--- src/rtl/door_system.sv ---
// Keypad door lock: four-digit code entry with per-digit timeout, timed unlock
// and timed error indication. Outputs are registered decodes of the FSM state.
module door_system #(
    parameter logic [3:0]  PASS0       = 4'd1,
    parameter logic [3:0]  PASS1       = 4'd3,
    parameter logic [3:0]  PASS2       = 4'd2,
    parameter logic [3:0]  PASS3       = 4'd4,
    parameter int unsigned TIMEOUT     = 10,
    parameter int unsigned OPEN_CYCLES = 20,
    parameter int unsigned ERR_CYCLES  = 20
) (
    input  logic       clk,
    input  logic       reset,
    input  logic [3:0] btn,
    output logic       y,
    output logic       green,
    output logic       red
);

    localparam int unsigned MAX_AB = (TIMEOUT > OPEN_CYCLES) ? TIMEOUT : OPEN_CYCLES;
    localparam int unsigned MAX_C  = (MAX_AB > ERR_CYCLES) ? MAX_AB : ERR_CYCLES;
    localparam int unsigned CW     = $clog2(MAX_C + 1);

    localparam logic [CW-1:0] TO_LAST   = CW'(TIMEOUT - 1);
    localparam logic [CW-1:0] OPEN_LAST = CW'(OPEN_CYCLES - 1);
    localparam logic [CW-1:0] ERR_LAST  = CW'(ERR_CYCLES - 1);
    localparam logic [CW-1:0] CNT_ONE   = CW'(1);

    typedef enum logic [1:0] {
        StIdle,
        StEntry,
        StOpen,
        StError
    } state_t;

    state_t        state;
    logic [CW-1:0] cnt;
    logic [1:0]    idx;
    logic          mismatch;
    logic [3:0]    btn_q;
    logic [3:0]    btn_prev;
    logic          press;
    logic [3:0]    pass_digit;
    logic          miss_now;

    always_ff @(posedge clk or negedge reset) begin
        if (!reset) begin
            btn_q    <= 4'd0;
            btn_prev <= 4'd0;
        end else begin
            btn_q    <= btn;
            btn_prev <= btn_q;
        end
    end

    // A held key is one press; a direct change between nonzero keys is a new one.
    always_comb begin
        press = (btn_q != 4'd0) && (btn_q != btn_prev);
    end

    always_comb begin
        pass_digit = PASS0;
        unique case (idx)
            2'd0: pass_digit = PASS0;
            2'd1: pass_digit = PASS1;
            2'd2: pass_digit = PASS2;
            2'd3: pass_digit = PASS3;
        endcase
        miss_now = mismatch | (btn_q != pass_digit);
    end

    always_ff @(posedge clk or negedge reset) begin
        if (!reset) begin
            state    <= StIdle;
            cnt      <= '0;
            idx      <= 2'd0;
            mismatch <= 1'b0;
            y        <= 1'b0;
            green    <= 1'b0;
            red      <= 1'b0;
        end else begin
            // Outputs follow the state register one edge later.
            y     <= (state == StOpen);
            green <= (state == StOpen);
            red   <= (state == StError);

            unique case (state)
                StIdle: begin
                    if (press) begin
                        mismatch <= (btn_q != PASS0);
                        idx      <= 2'd1;
                        cnt      <= '0;
                        state    <= StEntry;
                    end
                end

                StEntry: begin
                    if (press) begin
                        cnt <= '0;
                        if (idx == 2'd3) begin
                            // Verdict only after the last digit, never earlier.
                            idx      <= 2'd0;
                            mismatch <= 1'b0;
                            state    <= miss_now ? StError : StOpen;
                        end else begin
                            mismatch <= miss_now;
                            idx      <= idx + 2'd1;
                        end
                    end else if (cnt >= TO_LAST) begin
                        cnt      <= '0;
                        idx      <= 2'd0;
                        mismatch <= 1'b0;
                        state    <= StError;
                    end else begin
                        cnt <= cnt + CNT_ONE;
                    end
                end

                StOpen: begin
                    if (cnt >= OPEN_LAST) begin
                        cnt   <= '0;
                        state <= StIdle;
                    end else begin
                        cnt <= cnt + CNT_ONE;
                    end
                end

                StError: begin
                    if (cnt >= ERR_LAST) begin
                        cnt   <= '0;
                        state <= StIdle;
                    end else begin
                        cnt <= cnt + CNT_ONE;
                    end
                end

                default: begin
                    cnt   <= '0;
                    state <= StIdle;
                end
            endcase
        end
    end

endmodule

--- config.mk ---
export PLATFORM = sky130hd
export DESIGN_NAME = door_system
export DESIGN_NICKNAME = d
export VERILOG_FILES = /design/src/rtl/door_system.sv
export SDC_FILE = /design/constraint.sdc
export NUM_CORES = 1
export LEC_CHECK = 0
export BUFFER_PORTS_ARGS = -buffer_cell sky130_fd_sc_hd__buf_2
export CAP_MARGIN = 15
export CORE_MARGIN = 4
export CORE_UTILIZATION = 51
export DETAILED_ROUTE_END_ITERATION = 10
export PLACE_DENSITY = 0.73
export SLEW_MARGIN = 20
export SYNTH_ARGS = -nofsm -noshare
export SYNTH_HDL_FRONTEND = slang
export SYNTH_SLANG_ARGS = --single-unit
--- constraint.sdc ---
create_clock -name clk -period 1.73 [get_ports clk]
set_input_delay 0.173 -clock clk [delete_from_list [all_inputs] [get_ports clk]]
set_output_delay 0.173 -clock clk [all_outputs]
set_load 0.02 [all_outputs]
Yosys cells after proc, flatten, opt, wreduce, memory -nomap -nowiden
Index checks and enable logic that the tools add are counted.
{"block": "op_classes", "magnitude_cmp": 2, "eq_ne": 13, "add_sub_neg": 2, "n_reduce_logical": 8, "muxes": 22, "bitwise": 1}
{"op": "$mux 5", "count": 4}
{"op": "$mux 2", "count": 8}
{"op": "$pmux 4 s4", "count": 1}
{"op": "$pmux 5 s3", "count": 1}
{"op": "$eq 2x2->1 const B", "count": 4}
{"op": "$ne 4x4->1", "count": 2}
{"op": "$ne 3x3->1 const B", "count": 2}
{"op": "$pmux 2 s3", "count": 1}
{"op": "$add 5x1->5 const B", "count": 1}
{"op": "$ge 5x4->1 const B", "count": 1}
{"op": "$ge 5x5->1 const B", "count": 1}
{"op": "$mux 1", "count": 5}
{"op": "$eq 2x1->1 const B", "count": 2}
{"op": "$logic_not 2->1", "count": 2}
{"op": "$ne 4x1->1 const B", "count": 1}
{"op": "$pmux 2 s2", "count": 1}
{"op": "$reduce_and 4->1", "count": 1}
{"op": "$reduce_bool 4->1", "count": 1}
{"op": "$reduce_and 3->1", "count": 1}
{"op": "$add 2x1->2 const B", "count": 1}
{"op": "$ne 2x1->1 const B", "count": 1}
{"op": "$ne 2x2->1 const B", "count": 1}
{"op": "$pmux 1 s2", "count": 1}
{"op": "$reduce_bool 2->1", "count": 1}
{"op": "3 further kinds", "count": 3}
{"block": "totals", "register_bits": 20, "output_inout_bits": 3, "word_cells": 56}

Logic depth before layout (Yosys ltp)
Gate-level depths: netlist of run 1.
{"block": "logic_depth", "depth_word": 8, "depth_mapped": 7, "mapped_depth_nobuf": 7}

Worst setup path after synthesis of run 1
No wires, ideal clock.
{"block": "synth_path", "kind": "register to register", "startpoint": "reg cnt[0]", "endpoint": "reg mismatch", "path_stages_with_launch": 7, "arrival_time_ps": 1595, "required_ps": 1602, "path_slack_ps": 7, "synth_period_minus_slack_ps": 1723, "cell_sequence": "dfrtp_1 > ha_1 > o41ai_2 > nand3_1 > and2_1 > o21ai_2 > mux2_1"}
{"block": "synth_via", "elab_chain_len": 3}
{"element": "from (decl)", "line_no": "37", "text": "logic [CW-1:0] cnt;"}
{"element": "from (signal assigned)", "line_no": "115", "text": "cnt <= cnt + CNT_ONE;"}
{"element": "from (signal assigned)", "line_no": "124", "text": "cnt <= cnt + CNT_ONE;"}
{"element": "from (signal assigned)", "line_no": "133", "text": "cnt <= cnt + CNT_ONE;"}
{"element": "$ge 5x4->1", "line_no": "109", "text": "end else if (cnt >= TO_LAST) begin"}
{"element": "$ne 3x3->1 (no source line)"}
{"element": "$reduce_and 3->1 (no source line)"}
{"element": "to (signal assigned)", "line_no": "90", "text": "mismatch <= (btn_q != PASS0);"}
{"element": "to (signal assigned)", "line_no": "106", "text": "mismatch <= miss_now;"}
{"element": "to (decl)", "line_no": "39", "text": "logic mismatch;"}
Every way passes these cells.
A chain may end at the register's enable or synchronous reset.

Worst setup path in the final report of run 1
{"block": "layout_path", "startpoint": "reg cnt[1]", "endpoint": "reg cnt[4]"}
{"block": "layout_via", "elab_chain_len": 4}
{"element": "$add 5x1->5 or $ge 5x4->1 (tied branches)"}
{"element": "$mux 5", "line_no": "109"}
{"element": "$mux 5", "line_no": "98", "text": "if (press) begin"}
{"element": "$pmux 5 s3 *", "line_no": "87", "text": "unique case (state)"}
Mark *: on every way between the ends. The rest lies on a longest branch, timed or not.

==> results of run 1 <==
[cell usage in the layout (no fill, tap or decap), types with 3 or more instances in the layout]
cell | synthesis | routed
a21oi_1 | 3 | 3
buf_2 | 0 | 8
buf_4 | 1 | 15
buf_6 | 0 | 4
clkbuf_4 | 0 | 3
dfrtp_1 | 20 | 18
dlygate4sd3_1 | 0 | 5
inv_1 | 4 | 3
nand2_1 | 6 | 6
nor2_1 | 6 | 5
o22ai_1 | 3 | 3
xnor2_2 | 3 | 3
[worst min-delay path by stage]
stage                       end  cells after the start  startpoint
global placement    btn_prev[2]                      1       reset
CTS                    state[1]                      2       reset
detailed placement  btn_prev[2]                      1       reset
finish                 state[1]                      2       reset
global route           mismatch                      2       reset
floorplan           btn_prev[0]                      0       reset
[state kept, by name, indices dropped and copies added, names as in the netlist]
signal,flops
cnt,5
btn_q,4
green,1
red,1
state,2
btn_prev,4
mismatch,1
idx,2
[per-stage QoR]
step | hold WS, ns | TNS [ns] | std cells | worst slack (ns) | power [mW]
final | 0.334 | -0.801 | 145 | -0.175 | 2.08
after global routing | 0.362 | -1.29 | 145 | -0.233 | 2.22
after CTS | 0.347 | -0.301 | 143 | -0.0722 | 1.95
after detailed placement | 0.143 | -0.455 | 129 | -0.155 | 1.53
after global placement | 0.134 | -0.0681 | 129 | -0.0630 | 1.50
after floorplan | -0.123 | 0 | 86 | 0.00728 | 1.26
[final cells by class]
class / count / area [um2] / share of cell area, %
inverter: 4 / 15.0 / 1.10
sequential: 20 / 503 / 36.7
tap: 25 / 31.3 / 2.29
timing repair buffer: 32 / 248 / 18.1
clock buffer: 4 / 36.3 / 2.65
multi-input combinational: 60 / 536 / 39.1
[critical path, cell delays in order (launching register included)]
cell and delay, ns:
dfrtp_1 0.44, buf_6 0.14, o41ai_4 0.36, nand3_2 0.15, buf_6 0.15, a221oi_4 0.25
o21ai_2 0.10, o22ai_1 0.22
[per-layer routing]
metal	up-vias	track usage [%]
met3	5	3.44
met1	409	27.5
met2	28	32.6
li1	385	-
met4	0	8.94
met5	-	0
[report_power, final]
part | internal (mW) | total [mW] | switching, mW | leakage (nW)
Sequential | 0.598 | 0.713 | 0.115 | 0.236
Clock | 0.129 | 0.282 | 0.153 | 0.0210
Combinational | 0.536 | 1.09 | 0.553 | 0.340
Total | 1.26 | 2.08 | 0.821 | 0.597
[cell families (layout without fill, tap and decap cells)]
family / Yosys count / after routing / synth area share [%]
AOI/OAI and AO/OA: 25 / 25 / 20.8
and+or+nand+nor: 25 / 25 / 13.6
DFF: 20 / 20 / 50.4
xor gates and xnor gates: 6 / 6 / 7.56
buffers and inverters: 6 / 40 / 2.77
adders and majority gates: 3 / 3 / 3.78
muxes: 1 / 1 / 1.13
[timing repair]
action,in CTS,in global routing
setup buffers,5,2
pin swaps,6,5
endpoints found under the setup margin,7,10
cloned,0,0
hold buffers,5,0
hold endpoints to repair,24,0
gates resized for setup,10,9
==> results.py, run 1 <==
metrics = {
    "detailed_routing": {
        "wl_um": 2370,
        "route.detailed.drc": 0,
        "maxUsedRoutingLayer": "met4",
        "drt-met1-wl_um": 1010,
        "vias": 827,
        "wl_per_cell_um": 16.4,
        "ant_nets": 0,
        "detail_route.iter0.violations": 17,
        "drtPass1Iterations": 4,
        "wl_met3_um": 140,
        "via_per_inst": 5.70,
        "routed-wl-met2_um": 1170,
    },
    "clocking": {
        "htree_levels": 1,
        "root_buffer": "clkbuf_4",
        "cts_buffer_depth": 2,
        "cts_tree": "built",
        "clock_latency_ns": 0.31,
        "clock_sinks": 20,
        "cts.clk_slew.worst_paths_ns": 0.12,
        "cts_inserted_buffers": 3,
    },
    "yosys": {
        "netlist_instances": 86,
        "yosys.area.top_type": "dfrtp_1",
        "synth.distinct_cells": 35,
        "syn_area_per_cell_um2": 11.6,
        "synthArstFlopShare_pct": 100,
        "ys_seq_area_share_pct": 50.4,
        "synth_edf_count": 0,
        "ys_ff_latch": 20,
        "synth.yosys.warnings": 0,
        "synth_flop_cell": "dfrtp_1",
        "netlist_area_um2": 993,
        "synth.area.top_cells": "dfrtp_1, xnor2_2, ha_1",
        "synth_fp_nets": 95,
        "synth_most_common_cell": "dfrtp_1",
        "synth_top_area_share_pct": 50.4,
        "synth_common_cells": "dfrtp_1, nand2_1, nor2_1",
    },
    "grt": {
        "antenna_found_initial": 0,
        "grt_pass1_vias": 819,
        "grt_max_degree": 21,
        "track_usage_pct": 20.5,
        "grt_overflow_total": 0,
        "grt_pass1_wl_um": 3910,
    },
    "cells_and_area": {
        "nets": 130,
        "syn2layout_area_growth_pct": 37.8,
        "final_util_pct": 76.8,
        "drive_gt1_share_pct": 45.0,
        "final_area_um2": 1370,
        "num_antenna_cells": 0,
        "fill_cells": 118,
    },
    "worst_setup_path": {
        "cp-startpoint": "cnt[1]",
        "crit_path_start_kind": "flip-flop",
        "crit_end": "cnt[4]",
        "worstPathRequired_ns": 1.96,
        "reg2reg_to": "cnt[4]",
        "rrSetupSlack_ns": -0.18,
        "reg2reg_depth": 7,
        "arrival_ns": 2.13,
        "r2r-start": "cnt[1]",
        "end_kind": "flip-flop",
        "critPathKind": "reg2reg",
        "worstPathMaxFanout": 3,
    },
    "timing": {
        "tightest_slew_ns": 0.444,
        "period_share_pct": 110,
        "relSlewSlack_pct": 70.4,
        "finalMaxSlewViolations": 0,
        "final.min_clock_period_ns": 1.91,
        "fmax_mhz": 525,
        "finalSetupViolations": 6,
        "worst_slack_ns": -0.175,
        "rsz0062_at_grt": "true",
        "hold_violations": 0,
        "skew_ns": 0.00495,
    },
    "run_status": {
        "status": "finished with violations",
        "violations": "negative setup slack",
    },
    "die": {
        "core_area_um2": 1780,
        "ioPinCount": 9,
        "row_count": 15,
        "start_util_pct": 55.7,
        "dieArea_um2": 2720,
        "die_height_um": 52.1,
        "die_x_um": 52.1,
    },
    "min_path": {
        "hold_class": "in2async",
    },
    "power_and_ir_drop": {
        "p_leak_nw": 0.597,
        "peakVddDrop_mv": 0.836,
        "power_density_nw_per_um2": 1520,
    },
    "placed_design": {
        "io_buffers": 8,
        "place_area_um2": 1140,
        "place_congestion": 0.796,
        "place_hpwl_um": 1340,
    },
    "run": {
        "cap_violations": 0,
    },
}
Power figures use the tool's default switching activity.
==> run 2: changes to the inputs <==
- MAX_ROUTING_LAYER: unset -> met4
- PLACE_DENSITY: 0.73 -> unset
- PLACE_DENSITY_LB_ADDON: unset -> 0.12
- clock period: 1.73 -> 1.7 ns (I/O delays scaled with it)
==> run 2 against run 1 <==
- first-iteration DRC count down 41%
- the flow still finishes with violations (negative setup slack)
- power increased by 0.55%
- utilization stayed put
- critical endpoint is now mismatch
- largest power group unchanged
- flip-flop and latch count stayed put
- via count decreased by 1.1%
- hold slack improved by 0.0020 ns
- cell area did not move
- clock skew decreased by 0.0027 ns
- sequential power increased by 4.1%
- wire length down 4.4%
==> results.py, run 2 (synthesis results as in run 1) <==
metrics = {
    "timing": {
        "whs_ns": 0.336,
        "finalMaxSlewViolations": 0,
        "tightest_slew_ns": 0.458,
        "period_share_pct": 109,
        "hold_violations": 0,
        "fmax_mhz": 540,
        "rsz0062_at_grt": "true",
        "skew_ns": 0.00220,
        "relSlewSlack_pct": 69.5,
        "worst_slack_ns": -0.150,
        "final.min_clock_period_ns": 1.85,
        "finalSetupViolations": 10,
    },
    "die": {
        "die_x_um": 52.1,
        "dieArea_um2": 2720,
        "row_count": 15,
        "start_util_pct": 55.7,
        "core_area_um2": 1780,
        "ioPinCount": 9,
        "die_height_um": 52.1,
    },
    "detailed_routing": {
        "wl_um": 2270,
        "ant_nets": 0,
        "route.detailed.drc": 0,
        "via_per_inst": 5.60,
        "drtPass1Iterations": 4,
        "detail_route.iter0.violations": 10,
        "wl_per_cell_um": 15.5,
        "vias": 818,
    },
    "clocking": {
        "cts_inserted_buffers": 3,
        "cts_tree": "built",
        "root_buffer": "clkbuf_4",
        "clock_sinks": 20,
        "clock_latency_ns": 0.30,
        "htree_levels": 1,
        "cts_buffer_depth": 2,
        "cts.clk_slew.worst_paths_ns": 0.11,
    },
    "worst_setup_path": {
        "r2r-start": "cnt[1]",
        "worstPathRequired_ns": 1.90,
        "reg2reg_to": "mismatch",
        "end_kind": "flip-flop",
        "worstPathMaxFanout": 3,
        "reg2reg_depth": 6,
        "critPathKind": "reg2reg",
        "crit_path_start_kind": "flip-flop",
        "rrSetupSlack_ns": -0.15,
        "arrival_ns": 2.05,
    },
    "cells_and_area": {
        "fill_cells": 111,
        "fin_cells": 146,
        "num_antenna_cells": 0,
        "largest_registers": "cnt x5, btn_prev x4, btn_q x4",
        "syn2layout_area_growth_pct": 37.8,
        "final_common_cell": "dfrtp_1",
        "largest_register_ffs": 5,
        "nets": 131,
        "regMostFlops": "cnt",
        "drive_gt1_share_pct": 46.3,
        "mostFrequentLayoutCells": "dfrtp_1, buf_4, buf_2",
    },
    "grt": {
        "track_usage_pct": 20.3,
        "grt_pass1_vias": 851,
        "grt_pass1_wl_um": 3830,
        "grt_overflow_total": 0,
        "antenna_found_initial": 0,
        "grt_max_degree": 21,
    },
    "placed_design": {
        "dp.cells": 132,
        "place_hpwl_um": 1470,
        "place_congestion": 0.837,
        "io_buffers": 8,
        "pre_cts_slack_ns": -0.124,
    },
    "power_and_ir_drop": {
        "peakVddDrop_mv": 1.05,
        "finalPower_mw": 2.10,
        "power_density_nw_per_um2": 1530,
        "p_leak_nw": 0.601,
    },
    "run": {
        "cap_violations": 0,
    },
    "min_path": {
        "hold_class": "in2async",
    },
    "run_status": {
        "violations": "negative setup slack",
        "status": "finished with violations",
    },
}
-- run 2: worst max-delay path by stage --
stage,end,from
6_report,mismatch,cnt[1]
5_1_grt,cnt[0],btn_q[1]
4_1_cts,mismatch,cnt[0]
3_5_place_dp,mismatch,cnt[1]
3_3_place_gp,mismatch,cnt[1]
2_1_floorplan,mismatch,cnt[0]
-- run 2: layer usage --
layer | GRT usage [%] | part of all wire (%)
met1 | 25.5 | 45
met2 | 30.3 | 48
met3 | 4.30 | 4.5
met4 | 11.5 | 2.8
met5 | - | 0
-- run 2: area by class of cell --
type	instances	area, um2	share of cell area, %
Clock buffer	4	36.3	2.65
Tap cell	25	31.3	2.29
Timing Repair Buffer	33	255	18.6
Inverter	4	15.0	1.10
Sequential cell	20	504	36.8
Multi-Input combinational cell	60	527	38.5
-- run 2: power by group --
| part | internal (mW) | switching (mW) | leakage [nW] |
|---|---|---|---|
| logic | 0.539 | 0.537 | 0.344 |
| clock network | 0.131 | 0.147 | 0.0210 |
| registers | 0.611 | 0.131 | 0.235 |
| total | 1.28 | 0.814 | 0.601 |
-- run 2: per-stage QoR --
step | util [%] | cell area, um2 | setup TNS [ns]
finish | 76.8 | 1370 | -0.517
global route | 76.8 | 1370 | -1.51
CTS | 72.9 | 1300 | -0.229
detailed placement | 65.5 | 1170 | -0.236
global placement | 65.5 | 1170 | -0.101
floorplan | - | 996 | 0
-- run 2: timing repair --
| item | in CTS | in global routing |
|---|---|---|
| endpoints found under the setup margin | 9 | 10 |
| setup buffers | 2 | 3 |
| pin swaps | 8 | 5 |
| hold endpoints to repair | 24 | 0 |
| gates resized for setup | 8 | 10 |
| hold buffers | 5 | 0 |
| cloned | 0 | 0 |
-- run 2: worst max-delay path, stage by stage, from the launching register on --
cell and delay (ns):
dfrtp_1 0.43, buf_6 0.15, o41ai_4 0.34, nand3_2 0.18, and2_4 0.19, o21ai_4 0.14
mux2_4 0.32
==> run 3: changes to the inputs <==
- PLACE_DENSITY: unset -> 0.8
- PLACE_DENSITY_LB_ADDON: 0.12 -> unset
==> run 3 against run 2 <==
- the flow still finishes with violations (negative setup slack)
- via count increased by 4.2%
- sequential power is 2% lower
- maximum frequency fell by 4.3%
- critical path depth stayed put
- die area unchanged
- hold slack got worse by 0.014 ns
- final cell count up 2.7%
- non-clock buffer count is 4 higher
- register-to-register slack worse by 0.08 ns
- worst setup slack got worse by 0.083 ns
- combinational power increased by 27%
- wire length up 18%
- critical path type unchanged
- critical endpoint unchanged
- largest power group unchanged
==> results.py, run 3 (synthesis results as in run 1) <==
metrics = {
    "cells_and_area": {
        "final_util_pct": 81.3,
        "regMostFlops": "cnt",
        "final_area_um2": 1450,
        "mostFrequentLayoutCells": "dfrtp_1, buf_4, buf_2",
        "num_antenna_cells": 0,
        "largest_registers": "cnt x5, btn_prev x4, btn_q x4",
        "largest_register_ffs": 5,
        "fin_cells": 150,
        "nets": 135,
        "syn2layout_area_growth_pct": 45.8,
        "fill_cells": 88,
        "drive_gt1_share_pct": 48.8,
    },
    "placed_design": {
        "io_buffers": 8,
        "place_area_um2": 1190,
        "pre_cts_slack_ns": -0.175,
        "dp.cells": 135,
        "place_congestion": 0.821,
        "place_hpwl_um": 1410,
    },
    "power_and_ir_drop": {
        "p_leak_nw": 0.630,
        "peakVddDrop_mv": 0.957,
        "power_density_nw_per_um2": 1640,
    },
    "worst_setup_path": {
        "worstPathRequired_ns": 1.90,
        "crit_slowest_cell": "dfrtp_1",
        "r2r-start": "cnt[0]",
        "critPathKind": "reg2reg",
        "worstPathMaxFanout": 4,
        "reg2reg_to": "mismatch",
        "end_kind": "flip-flop",
        "rrSetupSlack_ns": -0.23,
        "path_cells": "buf_6 > o41ai_4 > nand3_2 > and2_4 > o21ai_4 > mux2_4",
        "reg2reg_depth": 6,
        "cpPeakStageDelay_ns": 0.45,
        "crit_path_start_kind": "flip-flop",
        "arrival_ns": 2.13,
    },
    "grt": {
        "grt_pass1_vias": 944,
        "grt_pass1_wl_um": 4550,
        "grt_max_degree": 21,
        "grt_overflow_total": 0,
        "track_usage_pct": 24.2,
        "antenna_found_initial": 0,
    },
    "die": {
        "ioPinCount": 9,
        "core_area_um2": 1780,
        "row_count": 15,
        "dieArea_um2": 2720,
        "die_height_um": 52.1,
        "start_util_pct": 55.7,
        "die_x_um": 52.1,
    },
    "clocking": {
        "root_buffer": "clkbuf_4",
        "clock_sinks": 20,
        "cts.clk_slew.worst_paths_ns": 0.11,
        "htree_levels": 1,
        "clock_latency_ns": 0.31,
        "cts_tree": "built",
        "cts_buffer_depth": 2,
        "cts_inserted_buffers": 3,
    },
    "detailed_routing": {
        "via_per_inst": 5.68,
        "route.detailed.drc": 0,
        "vias": 852,
        "ant_nets": 0,
        "wl_per_cell_um": 17.8,
        "detail_route.iter0.violations": 36,
        "wl_um": 2670,
        "drtPass1Iterations": 4,
    },
    "run_status": {
        "status": "finished with violations",
        "violations": "negative setup slack",
    },
    "min_path": {
        "hold_class": "in2async",
    },
    "timing": {
        "fin_setup_tns_ns": -1.55,
        "final.min_clock_period_ns": 1.93,
        "finalMaxSlewViolations": 0,
        "fmax_mhz": 517,
        "period_share_pct": 114,
        "tightest_slew_ns": 0.506,
        "rsz0062_at_grt": "true",
        "relSlewSlack_pct": 66.2,
        "skew_ns": 0.00744,
        "finalSetupViolations": 10,
        "hold_violations": 0,
        "worst_slack_ns": -0.233,
    },
    "run": {
        "cap_violations": 0,
    },
}
run 3: metal layers:
metal / global-route usage [%] / part of all wire, %
met2: 38.3 / 49
met1: 29.3 / 42
met3: 4.58 / 6.0
met5: - / 0
met4: 13.2 / 2.9
run 3: layout make-up:
class	instances	area [um2]	share of cell area (%)
Tap cell	25	31.3	2.16
Clock buffer	4	36.3	2.50
Timing Repair Buffer	37	285	19.7
Inverter	4	15.0	1.04
Sequential cell	20	500	34.5
Multi-Input combinational cell	60	581	40.1
run 3: worst max path at each step:
stage                 from  endpoint  cells after the start
floorplan           cnt[0]  mismatch                      6
global placement    cnt[1]  mismatch                      7
detailed placement  cnt[1]  mismatch                      7
CTS                 cnt[0]  mismatch                      6
global route        cnt[0]    cnt[4]                      7
finish              cnt[0]  mismatch                      6
run 3: report_power, final:
group          switching, mW  total (mW)  internal (mW)
logic                  0.690        1.37          0.679
registers              0.120       0.728          0.608
clock network          0.145       0.276          0.131
total                  0.954        2.37           1.42
run 3: worst max-delay path: cells and delay by family, from the launching register on:
kind | cells | cell delay [ns]
compound gates | 2 | 0.52
flops | 1 | 0.45
simple gates | 2 | 0.37
mux | 1 | 0.32
buf+inv | 1 | 0.16
run 3: timing repair:
item	CTS	global route
gates resized for setup	11	12
endpoints found under the setup margin	7	10
hold buffers	5	0
pin swaps	8	11
hold endpoints to repair	24	0
setup buffers	5	1
run 3: metrics by stage:
step	hold WS, ns	total power, mW
floorplan	-0.126	1.29
global placement	0.132	1.58
detailed placement	0.134	1.62
CTS	0.331	2.13
global route	0.346	2.51
finish	0.323	2.37
